**src/rtl/jtag_shift_master_if.sv**
```systemverilog
// Command/response bundle between a JTAG host controller and jtag_shift_master.
// Latency: none, wires only.
// Backpressure: cmd_valid/cmd_ready and rsp_valid/rsp_ready handshakes.
interface jtag_shift_master_if;
  logic        cmd_valid;
  logic        cmd_ready;
  logic [1:0]  cmd_op;
  logic [5:0]  cmd_len;
  logic [31:0] cmd_data;
  logic        cmd_tms_last;
  logic        rsp_valid;
  logic        rsp_ready;
  logic [31:0] rsp_data;
  logic        rsp_err;

  modport master (
    output cmd_valid, cmd_op, cmd_len, cmd_data, cmd_tms_last, rsp_ready,
    input  cmd_ready, rsp_valid, rsp_data, rsp_err
  );

  modport slave (
    input  cmd_valid, cmd_op, cmd_len, cmd_data, cmd_tms_last, rsp_ready,
    output cmd_ready, rsp_valid, rsp_data, rsp_err
  );
endinterface

```
**src/rtl/jtag_shift_master.sv**
```systemverilog
// JTAG driver: one TMS walk or TDI shift (1..32 bits) per command, TDO captured LSB-first.
// Latency: 2*CLKDIV*len cycles from accept to rsp_valid (1 cycle for len=0 or reserved op).
// Backpressure: cmd_ready is low until the response is taken; rsp held while rsp_ready=0.
// Optional JTAG_TDO_SYNC_EN: adds a two-flop tdo synchroniser (needs CLKDIV >= 3).
module jtag_shift_master #(
  parameter int CLKDIV = 4
) (
  input  logic                clk,
  input  logic                reset,
  jtag_shift_master_if.slave  bus,
  output logic                busy,
  output logic                tck,
  output logic                tms,
  output logic                tdi,
  input  logic                tdo
);

  typedef enum logic [1:0] {IDLE, LOW, HIGH, RESP} state_t;

  localparam logic [7:0] PHASE_LAST = 8'(CLKDIV - 1);

  state_t      state_q, state_d;
  logic [7:0]  cnt_q, cnt_d;
  logic [4:0]  idx_q, idx_d;
  logic [5:0]  len_q, len_d;
  logic        shift_q, shift_d;
  logic        tms_last_q, tms_last_d;
  logic [31:0] data_q, data_d;
  logic [31:0] cap_q, cap_d;
  logic        err_q, err_d;
  logic        pend_q, pend_d;
  logic        tms_q, tms_d;
  logic        tdi_q, tdi_d;

  logic        tdo_cap;
  logic        accept;
  logic        degen;
  logic        phase_end;
  logic        last_bit;
  logic [5:0]  eff_len;
  logic [4:0]  idx_nxt;

  if (CLKDIV < 2 || CLKDIV > 255) begin : g_clkdiv_range
    $error("jtag_shift_master: CLKDIV must be in 2..255");
  end

`ifdef JTAG_TDO_SYNC_EN
  logic tdo_s1_q, tdo_s2_q;

  if (CLKDIV < 3) begin : g_clkdiv_sync
    $error("jtag_shift_master: JTAG_TDO_SYNC_EN needs CLKDIV >= 3");
  end

  // Two-flop synchroniser; capture edge unchanged, so data is 2 cycles old.
  always_ff @(posedge clk) begin
    if (reset) begin
      tdo_s1_q <= 1'b0;
      tdo_s2_q <= 1'b0;
    end else begin
      tdo_s1_q <= tdo;
      tdo_s2_q <= tdo_s1_q;
    end
  end

  assign tdo_cap = tdo_s2_q;
`else
  assign tdo_cap = tdo;
`endif

  assign accept    = bus.cmd_valid && bus.cmd_ready;
  assign eff_len   = (bus.cmd_len > 6'd32) ? 6'd32 : bus.cmd_len;
  assign degen     = bus.cmd_op[1] || (eff_len == 6'd0);
  assign phase_end = (cnt_q == PHASE_LAST);
  assign last_bit  = ({1'b0, idx_q} == (len_q - 6'd1));
  assign idx_nxt   = idx_q + 5'd1;

  // State register.
  always_ff @(posedge clk) begin
    if (reset) state_q <= IDLE;
    else       state_q <= state_d;
  end

  // Next-state logic; degenerate commands wait one cycle in IDLE (pend) before RESP.
  always_comb begin
    state_d = state_q;
    case (state_q)
      IDLE: begin
        if (pend_q)                 state_d = RESP;
        else if (accept && !degen)  state_d = LOW;
      end
      LOW:  if (phase_end) state_d = HIGH;
      HIGH: if (phase_end) state_d = last_bit ? RESP : LOW;
      RESP: if (bus.rsp_ready) state_d = IDLE;
      default: state_d = IDLE;
    endcase
  end

  // Outputs decoded from registered state; pins come straight from flops.
  always_comb begin
    tck           = (state_q == HIGH);
    busy          = (state_q == LOW) || (state_q == HIGH);
    bus.cmd_ready = (state_q == IDLE) && !pend_q;
    bus.rsp_valid = (state_q == RESP);
    bus.rsp_data  = cap_q;
    bus.rsp_err   = err_q;
    tms           = tms_q;
    tdi           = tdi_q;
  end

  // Datapath next values: latch command, step bits on tck fall, capture on tck rise.
  always_comb begin
    cnt_d      = cnt_q;
    idx_d      = idx_q;
    len_d      = len_q;
    shift_d    = shift_q;
    tms_last_d = tms_last_q;
    data_d     = data_q;
    cap_d      = cap_q;
    err_d      = err_q;
    pend_d     = 1'b0;
    tms_d      = tms_q;
    tdi_d      = tdi_q;
    case (state_q)
      IDLE: begin
        if (accept) begin
          data_d     = bus.cmd_data;
          len_d      = eff_len;
          shift_d    = (bus.cmd_op == 2'd1);
          tms_last_d = bus.cmd_tms_last;
          idx_d      = 5'd0;
          cnt_d      = 8'd0;
          cap_d      = 32'd0;
          err_d      = bus.cmd_op[1];
          pend_d     = degen;
          // Reserved or empty commands leave the TAP pins untouched.
          if (!degen) begin
            if (bus.cmd_op == 2'd1) begin
              tdi_d = bus.cmd_data[0];
              tms_d = (eff_len == 6'd1) ? bus.cmd_tms_last : 1'b0;
            end else begin
              tdi_d = 1'b0;
              tms_d = bus.cmd_data[0];
            end
          end
        end
      end
      LOW: begin
        cnt_d = cnt_q + 8'd1;
        if (phase_end) begin
          cnt_d        = 8'd0;
          cap_d[idx_q] = tdo_cap;
        end
      end
      HIGH: begin
        cnt_d = cnt_q + 8'd1;
        if (phase_end) begin
          cnt_d = 8'd0;
          if (!last_bit) begin
            idx_d = idx_nxt;
            if (shift_q) begin
              tdi_d = data_q[idx_nxt];
              tms_d = ({1'b0, idx_nxt} == (len_q - 6'd1)) ? tms_last_q : 1'b0;
            end else begin
              tdi_d = 1'b0;
              tms_d = data_q[idx_nxt];
            end
          end
        end
      end
      default: ;
    endcase
  end

  // Datapath registers; tms resets high so the TAP idles in Test-Logic-Reset walks.
  always_ff @(posedge clk) begin
    if (reset) begin
      cnt_q      <= 8'd0;
      idx_q      <= 5'd0;
      len_q      <= 6'd0;
      shift_q    <= 1'b0;
      tms_last_q <= 1'b0;
      data_q     <= 32'd0;
      cap_q      <= 32'd0;
      err_q      <= 1'b0;
      pend_q     <= 1'b0;
      tms_q      <= 1'b1;
      tdi_q      <= 1'b0;
    end else begin
      cnt_q      <= cnt_d;
      idx_q      <= idx_d;
      len_q      <= len_d;
      shift_q    <= shift_d;
      tms_last_q <= tms_last_d;
      data_q     <= data_d;
      cap_q      <= cap_d;
      err_q      <= err_d;
      pend_q     <= pend_d;
      tms_q      <= tms_d;
      tdi_q      <= tdi_d;
    end
  end

endmodule

```
**src/flat_wrapper.sv**
```systemverilog
// flat-port wrapper written by rule: the top's interface ports become plain ports
module jtag_shift_master_flat 
#(
  parameter int CLKDIV = 4
)
  (clk, reset, busy, tck, tms, tdi, tdo, bus_cmd_valid, bus_cmd_op, bus_cmd_len, bus_cmd_data, bus_cmd_tms_last, bus_rsp_ready, bus_cmd_ready, bus_rsp_valid, bus_rsp_data, bus_rsp_err);
  jtag_shift_master_if bus_i ();
  input  logic clk;
  input  logic reset;
  output logic busy;
  output logic tck;
  output logic tms;
  output logic tdi;
  input  logic tdo;
  input wire logic [$bits(bus_i.cmd_valid)-1:0] bus_cmd_valid;
  input wire logic [$bits(bus_i.cmd_op)-1:0] bus_cmd_op;
  input wire logic [$bits(bus_i.cmd_len)-1:0] bus_cmd_len;
  input wire logic [$bits(bus_i.cmd_data)-1:0] bus_cmd_data;
  input wire logic [$bits(bus_i.cmd_tms_last)-1:0] bus_cmd_tms_last;
  input wire logic [$bits(bus_i.rsp_ready)-1:0] bus_rsp_ready;
  output wire logic [$bits(bus_i.cmd_ready)-1:0] bus_cmd_ready;
  output wire logic [$bits(bus_i.rsp_valid)-1:0] bus_rsp_valid;
  output wire logic [$bits(bus_i.rsp_data)-1:0] bus_rsp_data;
  output wire logic [$bits(bus_i.rsp_err)-1:0] bus_rsp_err;
  assign bus_i.cmd_valid = bus_cmd_valid;
  assign bus_i.cmd_op = bus_cmd_op;
  assign bus_i.cmd_len = bus_cmd_len;
  assign bus_i.cmd_data = bus_cmd_data;
  assign bus_i.cmd_tms_last = bus_cmd_tms_last;
  assign bus_i.rsp_ready = bus_rsp_ready;
  assign bus_cmd_ready = bus_i.cmd_ready;
  assign bus_rsp_valid = bus_i.rsp_valid;
  assign bus_rsp_data = bus_i.rsp_data;
  assign bus_rsp_err = bus_i.rsp_err;
  jtag_shift_master #(.CLKDIV(CLKDIV)) u_core (.clk(clk), .reset(reset), .bus(bus_i), .busy(busy), .tck(tck), .tms(tms), .tdi(tdi), .tdo(tdo));
endmodule
```
**config.mk**
```make
export PLATFORM = sky130hd
export DESIGN_NAME = jtag_shift_master_flat
export DESIGN_NICKNAME = d
export VERILOG_FILES = /design/src/rtl/jtag_shift_master_if.sv /design/src/rtl/jtag_shift_master.sv /design/src/flat_wrapper.sv
export SDC_FILE = /design/constraint.sdc
export NUM_CORES = 1
export LEC_CHECK = 0
export ABC_AREA = 1
export CORE_MARGIN = 4
export CORE_UTILIZATION = 53
export DETAILED_ROUTE_END_ITERATION = 10
export PLACE_DENSITY = 0.88
export SETUP_SLACK_MARGIN = 0.15
export SYNTH_ARGS = -nofsm -noshare
export SYNTH_HDL_FRONTEND = slang
export SYNTH_SLANG_ARGS = --single-unit
export TNS_END_PERCENT = 20
```
**constraint.sdc**
```tcl
create_clock -name clk -period 2.5 [get_ports clk]
set_input_delay 0.75 -clock clk [delete_from_list [all_inputs] [get_ports clk]]
set_output_delay 0.75 -clock clk [all_outputs]
set_load 0.05 [all_outputs]
```
After elaboration in Yosys (flattened, before gate mapping)
Cells that the tools add are included.

Muxes and demuxes: 39. $add $sub $neg: 3. Equality and inequality tests: 15. $lt $le $gt $ge: 4. Reductions and logical operators: 21. Bitwise gates (word level): 2.

Operator list (number): 32-bit 2-to-1 mux (2); 32-bit case mux with 2 select lines (1); 32-bit bitwise mux (1); 1-bit 2-to-1 mux (16); 8-bit 2-to-1 mux (2); 8-bit case mux with 2 select lines (1); 5-bit 2-to-1 mux (3); 5-bit by 6-bit equality test with 1-bit output (2); 5-bit by 6-bit < comparator with 1-bit output, second input constant (2); 2-bit 2-to-1 mux (6); 5-bit case mux with 2 select lines (1); 8-bit by 1-bit adder with 8-bit output, second input constant (1); 8-bit by 2-bit equality test with 1-bit output, second input constant (1); 2-bit case mux with 4 select lines (1); 4-bit AND reduction (2); 6-bit by 1-bit equality test with 1-bit output, second input constant (1); 6-bit greater-than comparator, second input constant (1); 6-bit zero test (1); 6-bit 2-to-1 mux (1); 2-bit by 1-bit inequality test with 1-bit output, second input constant (3); 2-bit inequality test, second input constant (3); 2-bit nonzero test (3); 6-bit by 1-bit subtractor with 6-bit output, second input constant (1); 5-bit by 1-bit adder with 5-bit output, second input constant (1); other kinds (17) (27).

Flip-flop bits (word level): 91. Output and inout bits: 39.

Depth between registers and ports, before layout
Depth after elaboration: 9. Mapped depth: 17.

Least setup slack after synthesis
OpenSTA, ideal clock, no wires.

Kind: reg2reg. From: reg u_core.state_q[0]. To: reg u_core.tms_q (netlist: u_core.tms). Cell stages (with the launch flop): 13. Period minus slack after synthesis: 2138 ps. Library setup time: 115 ps. Required time: 2385 ps. Setup slack: 362 ps. Arrival time: 2022 ps. Cell sequence: dfxtp_1 > inv_1 > ha_1 > inv_1 > nor2_2 > nand2_2 > buf_6 > clkinv_4 > a21oi_1 > a21oi_4 > nand3_1 > a21oi_1 > nand2_1.

Cells in the longest elaborated chain, start to end: 5. Elaborated cells between the ends (all ways): 11. Classes of those cells: 5 x eq/ne; 1 x mux; 5 x reduce/logical.

Ends and longest elaborated chain: start: declaration (line jtag_shift_master.sv:22) `state_t state_q, state_d;`; start signal: assignment (line jtag_shift_master.sv:80) `else state_q <= state_d;`; 2-bit zero test (line jtag_shift_master.sv:102) `bus.cmd_ready = (state_q == IDLE) && !pend_q;`; 1-bit logical AND (line jtag_shift_master.sv:102); net bus_cmd_ready (line flat_wrapper.sv:21) `output wire logic [$bits(bus_i.cmd_ready)-1:0] bus_cmd_ready;`; 1-bit logical AND (line jtag_shift_master.sv:70) `assign accept = bus.cmd_valid && bus.cmd_ready;`; 2-bit by 1-bit inequality test with 1-bit output (no line); 5-bit AND reduction (no line); end signal: assignment (line jtag_shift_master.sv:198) `tms_q <= tms_d;`; end: declaration (line jtag_shift_master.sv:32) `logic tms_q, tms_d;`.

The timed path passes the listed nets, and every way through them passes these cells. A chain may end at the register's enable or synchronous reset.

Worst setup path after layout
From: reg u_core.tms_q (netlist: u_core.tms). To: out tms.

RTL lines: end: declaration (line flat_wrapper.sv:12) `output logic tms;`.

No word-level cell between the ends.

==> flow_summary.toml <==
[timing]
totalNegativeSetupSlack_ns = 0
achievable-frequency_mhz = 427
post-route-min-period_ns = 2.34
max_slew_margin_pct = 63.3
timing.final.crit_share_pct = 93.6
fin_skew_ns = 0.00983
max_slew.worst_pin.slew_ns = 0.548
final-max-slew-violation-count = 0
grt_setup_unrepaired = "yes"
report.final.setup_viol = 0
worst_hold_slack_after_final_layout_ns = 0.459
hold_viol = 0

[setup_path]
critPathRequiredTime_ns = 1.75
critical_path.cell_chain = "clkdlybuf4s50_1"
crit_arrival_ns = 1.59
path_delay_family = "buffers and inverters"
critical_path_buffers_and_inverters = 1
worstSetupPathType = "reg2out"
critical_path_peak_fanout = 2
worst_setup_path_start_kind = "flip-flop"
ff2ff_setup_slack_ns = 0.26
critPathSlowestCell = "sky130_fd_sc_hd__clkdlybuf4s50_1"
slowest_delay_ns = 0.83
timing.critical_path.to_type = "primary output"

[floorplan]
pin_count = 85
fp-row-count = 34
design.die.area_mm2 = 0.0104
floorplan.die.width_um = 102
core_region_area_mm2 = 0.00868
initial_core_util_pct = 54.2
floorplan_die_height_um = 102

[logic_synthesis]
synth-edff-count = 0
postSynthRegisterBits = 91
netlist.top_cell.by_area = "sky130_fd_sc_hd__dfxtp_1"
synth_top_flop_cell = "sky130_fd_sc_hd__dfxtp_1"
yosys_warnings = 0
synth_cell_types = 36
synth_async_sr_flop_share_pct = 0
post_synth_main_area_contributors = "sky130_fd_sc_hd__dfxtp_1 (39%), sky130_fd_sc_hd__nand2_1 (14%), sky130_fd_sc_hd__a21oi_1 (9.8%)"
synth_area_per_cell_um2 = 6.63
synth.net_count = 766
synth_cells = 709
synth.yosys.seq_area_share_pct = 38.8
synth.top_cell.area_share_pct = 38.8
synth_area_mm2 = 0.00470

[power]
power.internal_mw = 3.13
p_switching_mw = 2.41
clock_power_share_pct = 21.1
power.sequential.fraction_pct = 32.8
p_leak_nw = 2.33
vdd.ir_drop.worst_mv = 0.895
sw_frac_of_total_pct = 43.5
power.share.combinational_pct = 46.1
p_per_area_mw_per_mm2 = 942

[detailed_routing]
routed_via_density = 5.64
drt-wirelength-per-cell_um = 14.6
route.vias.total = 5039
route.detailed.drc = 0
drt-initial-drc-count = 497
ant_nets = 0
detail_route.first_pass.iterations = 5
postRouteWirelength_um = 13100

[status]
status = "finished, final reports clean"

[placement]
gp_congestion = 0.882
port_buffers = 84
detailedPlacementHpwl_um = 8960

[finish]
nets = 838
nFillCells = 735
drive_above_1_share_pct = 5.98
areaGrowthSynthToFinish_pct = 25.1
n_antenna_cell = 0

[global_routing]
grt_max_degree = 71
grt_usage_pct = 25.4
number_of_global_route_vias_before_repair = 4641
grt-ovfl-total = 0
grt_antenna_before_repair = 0
grt_pass1_wl_um = 21200

[clocking]
worst_setup_hold_path_clk_slew_ns = 0.09
numCtsBuffers = 9
h-tree-depth = 3
cts_max_path_buffers = 2
post_cts_setup_repair_buffer_count = 0
tritoncts = "built"
root_buffer = "sky130_fd_sc_hd__clkbuf_8"
numClockSinks = 91
clkLatencyLatePin_ns = 0.37
cts_resized = 1
postCtsHoldBufs = 0

[flow_run]
drv.max_cap_violation_count = 0

[hold_path]
hp-class = "reg2reg"
## stage by stage
stage	util [%]	std cells	area (um^2)	power, mW	setup WS [ns]
after floorplan	-	709	4700	3.60	0.362
after global placement	65.0	878	5640	4.21	0.257
final	67.8	894	5880	5.54	0.160
after global routing	67.8	894	5880	5.90	0.111
after detailed placement	65.0	878	5640	4.31	0.158
after CTS	67.7	894	5880	5.48	0.163
## cell usage in the layout (no fill, tap or decap), types with 2 or more instances in the layout
| cell | count |
|---|---|
| sky130_fd_sc_hd__nand2_1 | 173 |
| sky130_fd_sc_hd__a21oi_1 | 92 |
| sky130_fd_sc_hd__dfxtp_1 | 91 |
| sky130_fd_sc_hd__clkdlybuf4s50_1 | 80 |
| sky130_fd_sc_hd__nor2_1 | 75 |
| sky130_fd_sc_hd__o21ai_0 | 70 |
| sky130_fd_sc_hd__inv_1 | 67 |
| sky130_fd_sc_hd__nand3_1 | 47 |
| sky130_fd_sc_hd__nand4_1 | 10 |
| sky130_fd_sc_hd__ha_1 | 10 |
| sky130_fd_sc_hd__clkbuf_8 | 10 |
| sky130_fd_sc_hd__buf_4 | 10 |
| sky130_fd_sc_hd__buf_12 | 5 |
| sky130_fd_sc_hd__o21ai_1 | 4 |
| sky130_fd_sc_hd__o211ai_1 | 4 |
| sky130_fd_sc_hd__a211oi_1 | 3 |
| sky130_fd_sc_hd__inv_6 | 3 |
| sky130_fd_sc_hd__nand2_2 | 2 |
| sky130_fd_sc_hd__inv_2 | 2 |
| sky130_fd_sc_hd__nor3_1 | 2 |
| sky130_fd_sc_hd__nor2_2 | 2 |
| sky130_fd_sc_hd__xor2_1 | 2 |
| sky130_fd_sc_hd__clkinv_4 | 2 |
| sky130_fd_sc_hd__and3_1 | 2 |
| sky130_fd_sc_hd__bufinv_16 | 2 |
## cells in the mapped netlist (2+ instances only)
library cell / number
sky130_fd_sc_hd__a211oi_1: 3
sky130_fd_sc_hd__a21oi_1: 92
sky130_fd_sc_hd__and3_1: 2
sky130_fd_sc_hd__buf_2: 10
sky130_fd_sc_hd__buf_6: 4
sky130_fd_sc_hd__clkbuf_1: 20
sky130_fd_sc_hd__dfxtp_1: 91
sky130_fd_sc_hd__ha_1: 11
sky130_fd_sc_hd__inv_1: 67
sky130_fd_sc_hd__inv_2: 2
sky130_fd_sc_hd__nand2_1: 173
sky130_fd_sc_hd__nand2_2: 2
sky130_fd_sc_hd__nand3_1: 47
sky130_fd_sc_hd__nand4_1: 10
sky130_fd_sc_hd__nor2_1: 75
sky130_fd_sc_hd__nor2_2: 3
sky130_fd_sc_hd__nor3_1: 2
sky130_fd_sc_hd__o211ai_1: 4
sky130_fd_sc_hd__o21ai_0: 70
sky130_fd_sc_hd__o21ai_1: 4
sky130_fd_sc_hd__xor2_1: 2
## state kept, by name, summed over array words and instances, names as in the netlist
register and count:
u_core.cnt_q 8, u_core.state_q 2, u_core.data_q 32, u_core.bus.rsp_err 1, u_core.bus.rsp_data 32, u_core.pend_q 1
u_core.len_q 6, u_core.tdi 1, u_core.shift_q 1, u_core.idx_q 5, u_core.tms 1, u_core.tms_last_q 1
## power groups by stage
stage | Sequential (mW) | Clock (mW) | Combinational [mW]
after global routing | 1.84 | 1.23 | 2.82
after CTS | 1.81 | 1.17 | 2.50
after floorplan | 1.85 | 0 | 1.76
after detailed placement | 1.84 | 0 | 2.46
after global placement | 1.83 | 0 | 2.37
final | 1.82 | 1.17 | 2.55
## area by class of cell
cell class	instances	area (um^2)	share of cell area [%]
multi-input combinational	511	2430	41.4
sequential	91	1820	31.0
timing repair buffer	95	976	16.6
inverter	73	283	4.81
clock buffer	10	138	2.34
tap	108	135	2.30
clock inverter	6	95.1	1.62
## kinds of logic (layout without fill, tap and decap cells)
logic type	after synthesis	after routing	synth area share, %
AOI/OAI and AO/OA	178	178	19.8
adders and majority gates	11	11	2.93
buffers and inverters	107	184	9.64
xor gates and xnor gates	2	2	0.373
and+or+nand+nor	320	320	28.5
DFF	91	91	38.8
## final timing paths
| check | startpoint | cells after the start | endpoint |
|---|---|---|---|
| worst min register to register | u_core.data_q[30] | 2 | u_core.data_q[30] |
| worst max-delay path | u_core.tms | 1 | tms |
| worst min-delay path | u_core.data_q[30] | 2 | u_core.data_q[30] |
| worst max register to register | u_core.state_q[0] | 11 | u_core.idx_q[0] |
## layer usage
layer  share of wire, %  global-route usage, %  vias to the layer above
li1                   -                      -                     2454
met1                 41                   32.6                     2331
met2                 49                   42.5                      225
met3                8.0                   4.91                       29
met4                1.7                   8.88                        0
met5                  0                      0                        -
(Power assumes the default switching activity.)
